**config.mk**
```make
export PLATFORM = sky130hd
export DESIGN_NAME = rr_wormhole_arbiter
export DESIGN_NICKNAME = d
export VERILOG_FILES = /design/src/rtl/router_pkg.sv /design/src/rtl/rr_pick.sv /design/src/rtl/rr_wormhole_arbiter.sv
export SDC_FILE = /design/constraint.sdc
export NUM_CORES = 1
export LEC_CHECK = 0
export BUFFER_PORTS_ARGS = -buffer_cell sky130_fd_sc_hd__buf_2
export CORE_MARGIN = 2
export CORE_UTILIZATION = 40
export CTS_CLUSTER_DIAMETER = 30
export DETAILED_ROUTE_END_ITERATION = 8
export PLACE_DENSITY = 0.69
export SYNTH_ARGS = -nofsm -noshare
export SYNTH_HDL_FRONTEND = slang
export SYNTH_HIERARCHICAL = 1
export SYNTH_SLANG_ARGS = --single-unit
```
**constraint.sdc**
```tcl
create_clock -name clk -period 6.6 [get_ports clk]
set_clock_uncertainty 0.1 [all_clocks]
set_input_delay 0.33 -clock clk [delete_from_list [all_inputs] [get_ports clk]]
set_output_delay 0.33 -clock clk [all_outputs]
set_load 0.02 [all_outputs]
```
**src/rtl/router_pkg.sv**
```systemverilog
// Shared router definitions: arbiter state encoding, default sizes and
// the mesh port indices used when wiring arbiter request vectors.
package router_pkg;

  localparam int unsigned NREQ_DEF  = 3;
  localparam int unsigned CNT_W_DEF = 16;

  // Input-port indices inside an arbiter request vector
  localparam int unsigned PORT_L = 0;
  localparam int unsigned PORT_W = 1;
  localparam int unsigned PORT_S = 2;

  typedef enum logic {
    IDLE = 1'b0,
    LOCK = 1'b1
  } arb_state_e;

endpackage

```
**src/rtl/rr_pick.sv**
```systemverilog
// Rotating-priority picker: returns the first set request found when
// scanning upward from ptr, wrapping modulo NREQ. Purely combinational.
module rr_pick
  import router_pkg::*;
#(
  parameter int unsigned NREQ = NREQ_DEF
) (
  input  logic [NREQ-1:0]         req,
  input  logic [$clog2(NREQ)-1:0] ptr,
  output logic [NREQ-1:0]         onehot,
  output logic [$clog2(NREQ)-1:0] idx,
  output logic                    any
);

  localparam int unsigned PW = $clog2(NREQ);

  // Scan NREQ positions starting at ptr; the first hit wins
  always_comb begin
    int unsigned j;
    onehot = '0;
    idx    = '0;
    any    = 1'b0;
    j      = 0;
    for (int unsigned k = 0; k < NREQ; k++) begin
      j = (int'(ptr) + k) % NREQ;
      if (!any && req[j]) begin
        any       = 1'b1;
        onehot[j] = 1'b1;
        idx       = PW'(j);
      end
    end
  end

endmodule

```
**src/rtl/rr_wormhole_arbiter.sv**
```systemverilog
// Round-robin wormhole arbiter for one router output port. A grant is
// held from the first flit until the tail flit of that packet pops.
// Optional performance counters: define ARB_PERF_CNT_EN.
module rr_wormhole_arbiter
  import router_pkg::*;
#(
  parameter int unsigned NREQ  = NREQ_DEF
`ifdef ARB_PERF_CNT_EN
  ,
  parameter int unsigned CNT_W = CNT_W_DEF
`endif
) (
  input  logic             clk,
  input  logic             rst,
  input  logic [NREQ-1:0]  req,
  input  logic [NREQ-1:0]  tail,
  input  logic             out_ready,
  output logic [NREQ-1:0]  grant,
  output logic             busy,
  output logic [NREQ-1:0]  pop,
  output logic             out_valid
`ifdef ARB_PERF_CNT_EN
  ,
  output logic [CNT_W-1:0] pkt_cnt,
  output logic [CNT_W-1:0] stall_cnt
`endif
);

  localparam int unsigned PW = $clog2(NREQ);

  arb_state_e       state_q;
  logic [NREQ-1:0]  grant_q;
  logic [PW-1:0]    gidx_q;
  logic [PW-1:0]    rr_ptr_q;
  logic [PW-1:0]    rr_ptr_d;

  logic [NREQ-1:0]  pick_oh;
  logic [PW-1:0]    pick_idx;
  logic             pick_any;

  logic             locked;
  logic             req_g;
  logic             tail_g;
  logic             fire;

  rr_pick #(
    .NREQ (NREQ)
  ) u_pick (
    .req    (req),
    .ptr    (rr_ptr_q),
    .onehot (pick_oh),
    .idx    (pick_idx),
    .any    (pick_any)
  );

  // Granted-input view and transfer qualification; reset suppresses pops
  always_comb begin
    locked = (state_q == LOCK);
    req_g  = |(req & grant_q);
    tail_g = |(tail & grant_q);
    fire   = locked && req_g && out_ready && !rst;
  end

  // Pointer moves one past the input whose packet just finished
  always_comb begin
    rr_ptr_d = (gidx_q == PW'(NREQ - 1)) ? '0 : gidx_q + PW'(1);
  end

  // Arbitration FSM: pick in IDLE, hold the grant in LOCK until tail pops
  always_ff @(posedge clk) begin
    if (rst) begin
      state_q  <= IDLE;
      grant_q  <= '0;
      gidx_q   <= '0;
      rr_ptr_q <= '0;
    end else begin
      case (state_q)
        IDLE: begin
          if (pick_any) begin
            state_q <= LOCK;
            grant_q <= pick_oh;
            gidx_q  <= pick_idx;
          end
        end
        LOCK: begin
          if (fire && tail_g) begin
            state_q  <= IDLE;
            grant_q  <= '0;
            rr_ptr_q <= rr_ptr_d;
          end
        end
        default: begin
          state_q <= IDLE;
          grant_q <= '0;
        end
      endcase
    end
  end

  assign grant     = grant_q;
  assign busy      = locked;
  assign pop       = fire ? grant_q : '0;
  assign out_valid = fire;

`ifdef ARB_PERF_CNT_EN
  logic [CNT_W-1:0] pkt_cnt_q;
  logic [CNT_W-1:0] stall_cnt_q;
  logic             stall_ev;

  // A stall is a locked cycle with data waiting but no downstream space
  always_comb begin
    stall_ev = locked && req_g && !out_ready;
  end

  // Saturating packet and stall counters
  always_ff @(posedge clk) begin
    if (rst) begin
      pkt_cnt_q   <= '0;
      stall_cnt_q <= '0;
    end else begin
      if (fire && tail_g && (pkt_cnt_q != '1)) begin
        pkt_cnt_q <= pkt_cnt_q + CNT_W'(1);
      end
      if (stall_ev && (stall_cnt_q != '1)) begin
        stall_cnt_q <= stall_cnt_q + CNT_W'(1);
      end
    end
  end

  assign pkt_cnt   = pkt_cnt_q;
  assign stall_cnt = stall_cnt_q;
`endif

endmodule
```
==> flow_metrics.py, run 1 <==
metrics = {
    "sta": {
        "finalCritPeriodShare_pct": 35.82,
        "slew_headroom_pct": 67.71,
        "setup_violations": 0,
        "hold_viol_final": 0,
        "max_freq_ghz": 0.4230,
        "finalMaxSlewViolations": 0,
        "tightest_slew_ns": 0.4807,
        "rsz0062_at_grt": "no",
        "layout_min_cycle_time_ns": 2.364,
        "final.setup.tns_ns": 0,
        "fin_ws_ns": 4.236,
    },
    "logic_synthesis": {
        "syn_area_per_cell_sq_um": 8.247,
        "syn-num-nets": 106,
        "yosysWarnings": 6,
        "synth_area_sq_um": 767.0,
        "ys_seq_area_share_pct": 20.88,
        "async_reset_ff_share_pct": 0,
        "synth-edff-count": 0,
        "synth_cells": 93,
        "synth_top_flop_cell": "dfxtp_1",
        "synth_cell_types": 38,
        "ys_ff_latch": 8,
    },
    "hold_path": {
        "min_path_type": "input pin to register",
        "min_from": "rst",
    },
    "detailed_routing": {
        "drc_errors": 0,
        "wire_per_inst_microns": 13.85,
        "drt-initial-drc-count": 21,
        "dr_total_vias": 750,
        "finalWirelength_microns": 1828,
        "avgViaCountPerCell": 5.682,
        "antenna_left": 0,
        "dr.pass1.iters": 4,
    },
    "finish": {
        "area_growth_pct": 12.56,
        "final_cell_mix": "16 x buf_2, 10 x nor2_1, 8 x inv_1, 8 x dfxtp_1, 7 x a21oi_1",
        "n_antenna_cell": 0,
        "regArea_sq_um": 160.2,
        "layout_commonest_cell": "buf_2",
        "multi_input_area_sq_um": 539.3,
        "nets": 122,
        "nFillCells": 196,
        "fin_area_sq_um": 863.3,
        "final_layout_size_suffix_gt1_share_pct": 24.30,
    },
    "die": {
        "fp.dieH_microns": 47.79,
        "initial_core_util_pct": 43.48,
        "std_cell_rows": 15,
        "ios": 17,
        "core_area_sq_um": 1764,
        "dieArea_sq_um": 2284,
        "die_w_microns": 47.79,
    },
    "critical_path": {
        "endpoint_kind": "register",
        "r2r.worst_path.cells": 8,
        "r2r-end": "grant[1]",
        "cp_num_cells": 8,
        "crit_path_max_fanout": 8,
        "cp-endpoint": "grant[1]",
        "critPathSlowestCell": "ha_1",
        "crit_path_frequent_cell": "mux2i_4",
        "critPathBufInv": 1,
        "r2r_slack_ns": 4.24,
        "crit_type": "register to register",
        "arrival_ns": 2.39,
        "crit_chain": "inv_1 > ha_1 > mux2i_4 > mux2i_4 > o21bai_1 > nand2b_1 > nand3b_1 > o32ai_1",
        "cp-startpoint": "rr_ptr_q[1]",
        "start_kind": "register",
        "slowest_delay_ns": 0.39,
        "regToRegStartpoint": "rr_ptr_q[1]",
        "required_ns": 6.63,
        "cp_top_family": "multiplexers",
    },
    "clock_network": {
        "cts.sinks": 8,
        "htreeDepth": 1,
        "cts_buffer_depth": 2,
        "clk-insertion-delay-late_ns": 0.25,
        "postCtsSetupBuffers": 0,
        "ctsResizeCount": 0,
        "cts_buffers": 3,
        "root_buffer": "clkbuf_4",
        "cts.clk_slew.worst_paths_ns": 0.05,
        "cts_tree": "built",
        "hold_buffers": 0,
    },
    "placed_design": {
        "dp_hpwl_microns": 1382,
        "place_ws_ns": 4.312,
        "placed_area_sq_um": 840.8,
        "port_buffers": 16,
        "globalplace.congestion": 0.9090,
    },
    "outcome": {
        "status": "complete, no violations",
    },
    "power_and_ir_drop": {
        "pwr_density_cell_nw_per_um2": 131.2,
        "peakVddDrop_mv": 0.1272,
        "p_leak_nw": 0.3579,
    },
    "global_route": {
        "grt_usage_pct": 17.75,
        "grt_max_degree": 13,
        "grt_pass1_wl_microns": 2829,
        "grt_pass1_vias": 653,
        "overflow": 0,
        "antenna_found_initial": 0,
    },
    "flow_run": {
        "max_cap_violations": 0,
    },
}
==> cell families (layout without fill, tap and decap cells) <==
logic type / Yosys count / after routing / synth area share, %
flip-flops: 8 / 8 / 20.88
buffers and inverters: 13 / 27 / 8.809
AO/OA/AOI/OAI: 24 / 24 / 23.49
AND/OR/NAND/NOR: 37 / 37 / 27.24
multiplexers: 7 / 7 / 13.05
adder cells (fa/ha/maj): 4 / 4 / 6.526
==> power breakdown <==
part           internal, mW  switching, mW
logic               0.00994         0.0143
registers            0.0502        0.00189
clock network        0.0208         0.0161
==> worst min-delay path by stage <==
| stage | endpoint | cells past startpoint |
|---|---|---|
| after floorplan | rr_ptr_q[1] | 2 |
| after global placement | rr_ptr_q[1] | 2 |
| after detailed placement | rr_ptr_q[1] | 2 |
| after CTS | gidx_q[1] | 2 |
| after global routing | gidx_q[1] | 2 |
| final | gidx_q[1] | 2 |
==> cell usage after synthesis, types with 2 or more instances <==
library cell,number,area [sq um]
nand3_1,2,10.01
nand3b_1,4,30.03
nor2_1,10,37.54
nand2_1,3,11.26
clkbuf_1,2,7.510
ha_1,4,50.05
mux2i_4,2,45.04
mux2i_1,4,40.04
and2_1,2,12.51
nor3_1,3,15.01
nand2b_1,6,37.54
o32ai_1,3,26.28
nor2b_1,2,12.51
dfxtp_1,8,160.2
a222oi_1,2,20.02
inv_1,8,30.03
a21oi_1,7,35.03
==> state kept, by name, summed over array words and instances, names as in the netlist <==
register / flops
rr_ptr_q: 2
grant: 3
gidx_q: 2
busy: 1
==> stage by stage <==
| step | util (%) | power, mW | cells | hold slack [ns] |
|---|---|---|---|---|
| after CTS | 48.94 | 0.1146 | 132 | 0.2710 |
| final | 48.94 | 0.1133 | 132 | 0.2868 |
| after floorplan | - | 0.06850 | 93 | 0.3611 |
| after detailed placement | 47.66 | 0.07683 | 129 | 0.4038 |
| after global placement | 47.66 | 0.07650 | 129 | 0.3927 |
| after global routing | 48.94 | 0.1189 | 132 | 0.2913 |
==> layer usage <==
layer / wire length, microns / GRT usage [%] / part of all wire (%) / vias up
met4: 62 / 13.51 / 3.4 / 0
met2: 808 / 26.40 / 44 / 25
met5: 0 / 0 / 0 / -
li1: - / - / - / 368
met3: 89 / 3.396 / 4.9 / 8
met1: 867 / 22.40 / 47 / 349
==> worst reg2reg max path, delay by kind of cell, from the launching register on <==
kind	cells	cell delay, ns
adders and majority gates	1	0.39
buffers and inverters	1	0.09
and+or+nand+nor	2	0.40
AOI/OAI and AO/OA	2	0.41
DFF	1	0.34
muxes	2	0.51
==> final cells by class <==
class	count	area share, %
sequential	8	18.55
multi-input combinational	72	62.46
inverter	8	3.478
timing repair buffer	16	9.275
clock buffer	3	2.609
tap	25	3.623
Power figures use the tool's default switching activity.
==> run 2: changes to the inputs <==
==> constraint.sdc (replaced) <==
create_clock -name clk -period 2.3 [get_ports clk]
set_clock_uncertainty 0.1 [all_clocks]
set_input_delay 0.115 -clock clk [delete_from_list [all_inputs] [get_ports clk]]
set_output_delay 0.115 -clock clk [all_outputs]
set_load 0.02 [all_outputs]
==> run 2 against run 1 <==
Effect of this change: core utilization rose by 1.4 points; global-route usage fell by 1.4 points; clock-buffer cell count did not move; total power rose to 2.9 times the previous value; final cell count rose by 1.5%; combinational power rose to 2.9 times the previous value; sequential share of layout area fell by 0.52 points; hold slack got worse by 0.21 ns; routed wire length fell by 5.2%; critical path depth did not move; sequential power rose to 2.9 times the previous value; critical path type unchanged; critical endpoint is now gidx_q[1]; largest cell class unchanged; highest routed layer unchanged.
==> flow_metrics.py, run 2 (same netlist as run 1, synthesis figures left out) <==
metrics = {
    "outcome": {
        "status": "complete, no violations",
    },
    "global_route": {
        "grt_pass1_vias": 596,
        "grt_max_degree": 13,
        "overflow": 0,
        "grt_pass1_wl_microns": 2594,
        "grt_usage_pct": 16.32,
        "antenna_found_initial": 0,
    },
    "detailed_routing": {
        "drt-initial-drc-count": 41,
        "wire_per_inst_microns": 12.93,
        "drc_errors": 0,
        "dr.pass1.iters": 4,
        "antenna_left": 0,
        "dr_total_vias": 767,
        "finalWirelength_microns": 1733,
        "avgViaCountPerCell": 5.724,
    },
    "clock_network": {
        "clk-insertion-delay-late_ns": 0.25,
        "cts_tree": "built",
        "root_buffer": "clkbuf_4",
        "cts.clk_slew.worst_paths_ns": 0.05,
        "ctsResizeCount": 0,
        "cts_buffer_depth": 2,
        "postCtsSetupBuffers": 0,
        "hold_buffers": 0,
        "htreeDepth": 1,
        "cts.sinks": 8,
        "cts_buffers": 3,
    },
    "finish": {
        "nets": 124,
        "area_growth_pct": 15.82,
        "largest_reg_flops": 3,
        "n_antenna_cell": 0,
        "final_layout_size_suffix_gt1_share_pct": 27.52,
        "fin_area_sq_um": 888.4,
        "fin_util_pct": 50.35,
        "final_cell_mix": "16 x buf_2, 10 x nor2_1, 8 x inv_1, 8 x dfxtp_1, 7 x a21oi_1",
        "layout_commonest_cell": "buf_2",
    },
    "sta": {
        "layout_min_cycle_time_ns": 2.135,
        "final.setup.tns_ns": 0,
        "finalCritPeriodShare_pct": 92.84,
        "finalMaxSlewViolations": 0,
        "slew_headroom_pct": 65.50,
        "setup_violations": 0,
        "hold_viol_final": 0,
        "rsz0062_at_grt": "no",
        "max_freq_ghz": 0.4683,
        "tightest_slew_ns": 0.5135,
    },
    "die": {
        "std_cell_rows": 15,
        "fp.dieH_microns": 47.79,
        "ios": 17,
        "core_area_sq_um": 1764,
        "die_w_microns": 47.79,
        "initial_core_util_pct": 43.48,
        "dieArea_sq_um": 2284,
    },
    "critical_path": {
        "critPathSlowestCell": "dfxtp_1",
        "r2r.worst_path.cells": 8,
        "required_ns": 2.34,
        "endpoint_kind": "register",
        "slowest_delay_ns": 0.33,
        "start_kind": "register",
        "crit_chain": "inv_1 > ha_2 > mux2i_4 > mux2i_4 > o21bai_1 > nand2b_1 > mux2i_1 > nor2_1",
        "crit_path_max_fanout": 8,
        "cp_top_family": "multiplexers",
        "arrival_ns": 2.18,
        "critPathBufInv": 1,
        "crit_type": "register to register",
        "crit_path_frequent_cell": "mux2i_4",
        "cp_num_cells": 8,
    },
    "placed_design": {
        "globalplace.congestion": 0.8912,
        "dp_hpwl_microns": 1303,
        "placed_area_sq_um": 855.8,
        "port_buffers": 16,
    },
    "power_and_ir_drop": {
        "power_mw": 0.3247,
        "peakVddDrop_mv": 0.2445,
        "pwr_density_cell_nw_per_um2": 365.5,
        "p_leak_nw": 0.3695,
    },
    "flow_run": {
        "max_cap_violations": 0,
    },
    "hold_path": {
        "min_path_type": "input pin to register",
        "min_path_cells": 2,
    },
}
## run 2: cell count changes in the layout (fill, tap and decap cells not counted)
cell and change:
o32ai_1 -1, o32ai_2 +1, buf_4 +2, ha_2 +1, ha_1 -1
## run 2: where the power goes
group / internal [mW] / switching [mW]
Sequential: 0.144 / 0.00515
Clock: 0.0596 / 0.0462
Combinational: 0.0291 / 0.0405
## run 2: cell type report
cell class | instances | area, sq um
Multi-Input combinational cell | 72 | 549.3
Clock buffer | 3 | 22.52
Tap cell | 25 | 31.28
Fill cell | 179 | 875.8
Timing Repair Buffer | 18 | 95.09
Sequential cell | 8 | 160.2
Inverter | 8 | 30.03
## run 2: final timing paths
kind | start | to | slack (ns)
min | rst | gidx_q[1] | 0.08
min reg2reg | gidx_q[0] | rr_ptr_q[1] | 0.40
max | rr_ptr_q[1] | gidx_q[1] | 0.16
max reg2reg | rr_ptr_q[1] | gidx_q[1] | 0.16
## run 2: worst register-to-register path, cell delays in order, from the launching register on
cell and delay, ns:
dfxtp_1 0.33, inv_1 0.09, ha_2 0.29, mux2i_4 0.33
mux2i_4 0.13, o21bai_1 0.20, nand2b_1 0.27, mux2i_1 0.23
nor2_1 0.05
## run 2: layer usage
metal / GRT usage [%] / routed length [microns] / share of wire (%) / vias to the layer above
met5: 0 / 0 / 0 / -
met4: 12.97 / 74 / 4.3 / 0
met3: 1.132 / 74 / 4.3 / 9
met2: 23.20 / 777 / 45 / 34
met1: 22.50 / 807 / 47 / 352
li1: - / - / - / 372
## run 2: stage by stage
stage          hold slack [ns]  worst slack [ns]  instances
2_1_floorplan           0.2647            0.2037         93
3_3_place_gp            0.3138            0.1932        131
3_5_place_dp            0.3306            0.1134        131
4_1_cts                0.05682           0.08228        134
5_1_grt                0.08501           0.01888        134
6_report               0.07686            0.1646        134
